[src/rtl/fillscreen_sweep.sv]
// Full-screen pixel sweep: paints the framebuffer column-major
// with vertical colour stripes (colour = x mod 8), then raises done.
module fillscreen_sweep #(
    parameter int SCREEN_W = 160,
    parameter int SCREEN_H = 120
) (
    input  logic       clk,
    input  logic       rst_n,
    input  logic       start,
    input  logic [2:0] colour,
    output logic       done,
    output logic [7:0] vga_x,
    output logic [6:0] vga_y,
    output logic [2:0] vga_colour,
    output logic       vga_plot
);

    typedef enum logic [1:0] {
        IDLE,
        FILL,
        DONE
    } state_t;

    localparam logic [7:0] X_LAST = 8'(SCREEN_W - 1);
    localparam logic [6:0] Y_LAST = 7'(SCREEN_H - 1);

    state_t     state;
    state_t     state_next;
    logic [7:0] x;
    logic [7:0] x_next;
    logic [6:0] y;
    logic [6:0] y_next;
    logic       last_px;

    // The colour input is part of the shared lab interface only.
    logic       colour_unused;
    assign colour_unused = ^colour;

    assign last_px = (x == X_LAST) && (y == Y_LAST);

    // State and pixel counters; reset clears everything at once.
    always_ff @(posedge clk or negedge rst_n) begin
        if (!rst_n) begin
            state <= IDLE;
            x     <= 8'd0;
            y     <= 7'd0;
        end else begin
            state <= state_next;
            x     <= x_next;
            y     <= y_next;
        end
    end

    // Next state and counter advance; counters sit at (0,0) outside FILL.
    always_comb begin
        state_next = state;
        x_next     = 8'd0;
        y_next     = 7'd0;
        unique case (state)
            IDLE: begin
                if (start) state_next = FILL;
            end
            FILL: begin
                if (last_px) begin
                    state_next = DONE;
                end else if (y == Y_LAST) begin
                    x_next = x + 8'd1;
                    y_next = 7'd0;
                end else begin
                    x_next = x;
                    y_next = y + 7'd1;
                end
            end
            DONE: begin
                if (!start) state_next = IDLE;
            end
            default: state_next = IDLE;
        endcase
    end

    assign vga_plot   = (state == FILL);
    assign done       = (state == DONE);
    assign vga_x      = x;
    assign vga_y      = y;
    assign vga_colour = vga_plot ? x[2:0] : 3'd0;

endmodule

[config.mk]
export PLATFORM = sky130hd
export DESIGN_NAME = fillscreen_sweep
export DESIGN_NICKNAME = d
export VERILOG_FILES = /design/src/rtl/fillscreen_sweep.sv
export SDC_FILE = /design/constraint.sdc
export NUM_CORES = 1
export LEC_CHECK = 0
export ABC_CLOCK_PERIOD_IN_PS = 3370
export CAP_MARGIN = 30
export CORE_MARGIN = 10
export CORE_UTILIZATION = 40
export DETAILED_ROUTE_END_ITERATION = 10
export PLACE_DENSITY = 0.79
export SYNTH_ARGS = -nofsm -noshare
export SYNTH_HDL_FRONTEND = slang
export SYNTH_SLANG_ARGS = --single-unit
[constraint.sdc]
create_clock -name clk -period 3.37 [get_ports clk]
set_input_delay 0.337 -clock clk [delete_from_list [all_inputs] [get_ports clk]]
set_output_delay 0.337 -clock clk [all_outputs]
set_load 0.005 [all_outputs]
==> results.json <==
{
  "status": "completed",
  "drc_errors": 0,
  "htree_levels": 1,
  "antenna_found_initial": 0,
  "synth_most_common_cell": "dfrtp_1",
  "crit_path_start_kind": "flop",
  "finalSetupViolations": 0,
  "yosysWarnings": 0,
  "dp_hpwl_um": 1630,
  "wl_um": 2110,
  "slew_viol_final": 0,
  "ant_nets": 0,
  "grt_max_degree": 18,
  "drtPass1Iterations": 4,
  "cts_resized": 0,
  "p_leak_nw": 0.451,
  "async_flop_share": 1.00,
  "post_cts_buffers": 0,
  "tightest_slew_ns": 0.730,
  "timing_hold_violations_final": 0,
  "instances_no_fill": 142,
  "via_count": 763,
  "synth_cell_types": 27,
  "endpoint_kind": "primary output",
  "crit_fanout": 8,
  "rsz0062_at_grt": "false",
  "grt_util_all_layers": 0.105,
  "grt_overflow": 0,
  "die_x_um": 66.6,
  "grt_pass1_vias": 741,
  "gp_congestion": 0.777,
  "fin_nets": 124,
  "synth_area_leaders": "dfrtp_1 (49%), a21oi_1 (4.0%), xnor2_1 (4.0%)",
  "yosysTopAreaCellShare": 0.490,
  "rows": 16,
  "grt_pass1_wl_um": 3620,
  "netlist_area_um2": 868,
  "dieHeight_um": 66.6,
  "min_period_over_period": 0.670,
  "cp.arrival_ns": 1.92,
  "hold_ws_ns": 0.475,
  "finalClockSkew_ns": 0.00675,
  "clk_pin_slew_worst_paths_ns": 0.10,
  "r2r_slack_ns": 1.47,
  "cap_violations": 0,
  "synth_cells": 90,
  "cts_hold_buf": 0,
  "dp_cells": 138,
  "yosysSeqAreaShare": 0.490,
  "io_buffers": 22,
  "cts_inserted_buffers": 3,
  "synthTopCellsByCount": "dfrtp_1 (17), nor2_1 (9), a21oi_1 (7), nand2_1 (7), nand3_1 (6)",
  "avgSynthCellArea_um2": 9.65,
  "wl_per_cell_um": 14.9,
  "cts_buffer_depth": 2,
  "synth_seq_cells": 17,
  "antennaDiodeCount": 0,
  "power.density_nw_per_um2": 537,
  "vdd_ir_drop_max_uv": 348,
  "die-area_um2": 4430,
  "initial_core_util": 0.429,
  "max_freq_mhz": 443,
  "cts_root_buf": "clkbuf_4",
  "drt-vias-per-instance": 5.37,
  "drive_above_1_share": 0.0783,
  "path_class": "reg2out",
  "numClockSinks": 17,
  "slew-limit-headroom": 0.512,
  "core-area_um2": 2020,
  "synth_edf_count": 0,
  "ios": 26,
  "cts_tree": "done",
  "clk_latency_ns": 0.29,
  "min_period_ns": 2.26,
  "yosysTopAreaCell": "dfrtp_1",
  "area_delta_synth_final_pct": 31.7,
  "ys.flop_type": "dfrtp_1",
  "required_ns": 3.03,
  "fin_setup_tns_ns": 0,
  "hold_path.class": "in2async",
  "syn-num-nets": 98,
  "drt_iter0_drc": 18
}
## cell families after synthesis
kind of cell	synth area share
AND/OR/NAND/NOR	0.294
flip-flops	0.490
AO/OA/AOI/OAI	0.108
XOR/XNOR	0.0605
buffers and inverters	0.0187
adder cells (fa/ha/maj)	0.0288
## layout make-up
type | instances | area [um2]
inverters | 3 | 11.3
multi-input cells | 69 | 427
clock buffers | 4 | 26.3
well taps | 27 | 33.8
flip-flops and latches | 17 | 425
repair buffers | 22 | 220
fillers | 200 | 878
## sequential cells by signal (all words and copies together) (netlist names)
register,count
vga_y,7
vga_x,8
state,2
## report_power, final
group          switching, mW  leakage (nW)  internal [mW]
sequential            0.0575         0.219          0.246
clock                 0.0612        0.0150         0.0460
combinational         0.0780         0.217          0.126
total                  0.197         0.451          0.417
## cells in the final DEF, fill, tap and decap left out, types with 3 or more instances in the layout
cell,netlist,final
nand2_1,7,7
nand4_1,3,3
clkbuf_4,0,3
o21ai_0,4,4
inv_1,3,3
a21oi_1,7,7
nand3_1,6,6
and2_1,4,4
dfrtp_1,17,17
xnor2_1,4,4
nand2b_1,3,3
nor2_1,9,9
clkdlybuf4s50_1,0,22
## critical path: stages (launching register included)
cell             delay, ns
dfrtp_1               0.41
nand2b_1              0.32
inv_1                 0.26
and2_1                0.16
clkdlybuf4s50_1       0.50
## stage by stage
stage | instance area (um2) | total power [mW] | setup WS [ns] | utilization
2_1_floorplan | 868 | 0.391 | 1.76 | -
3_3_place_gp | 1120 | 0.507 | 1.44 | 0.553
3_5_place_dp | 1120 | 0.515 | 1.42 | 0.553
4_1_cts | 1140 | 0.625 | 1.09 | 0.566
5_1_grt | 1140 | 0.665 | 0.990 | 0.566
6_report | 1140 | 0.614 | 1.11 | 0.566
## layer usage
metal  share of wire  track usage  vias to the layer above
met5               0            0                        -
met4           0.021       0.0550                        0
met3            0.11       0.0502                        4
met2            0.45        0.153                       23
met1            0.42        0.124                      364
li1                -            -                      372
## worst paths after layout
kind / from / endpoint / cells past startpoint
worst min register to register: state[1]$_DFFE_PN0P_ / state[0]$_DFFE_PN0P_ / 1
worst max-delay path: state[1]$_DFFE_PN0P_ / vga_colour[2] / 4
worst min-delay path: rst_n / vga_x[3]$_DFFE_PN0P_ / 1
min in group clk: state[1]$_DFFE_PN0P_ / state[0]$_DFFE_PN0P_ / 1
max in group asynchronous: rst_n / state[1]$_DFFE_PN0P_ / 1
worst max register to register: vga_y[0]$_DFF_PN0_ / vga_x[7]$_DFFE_PN0P_ / 5
Power figures use the tool's default switching activity.
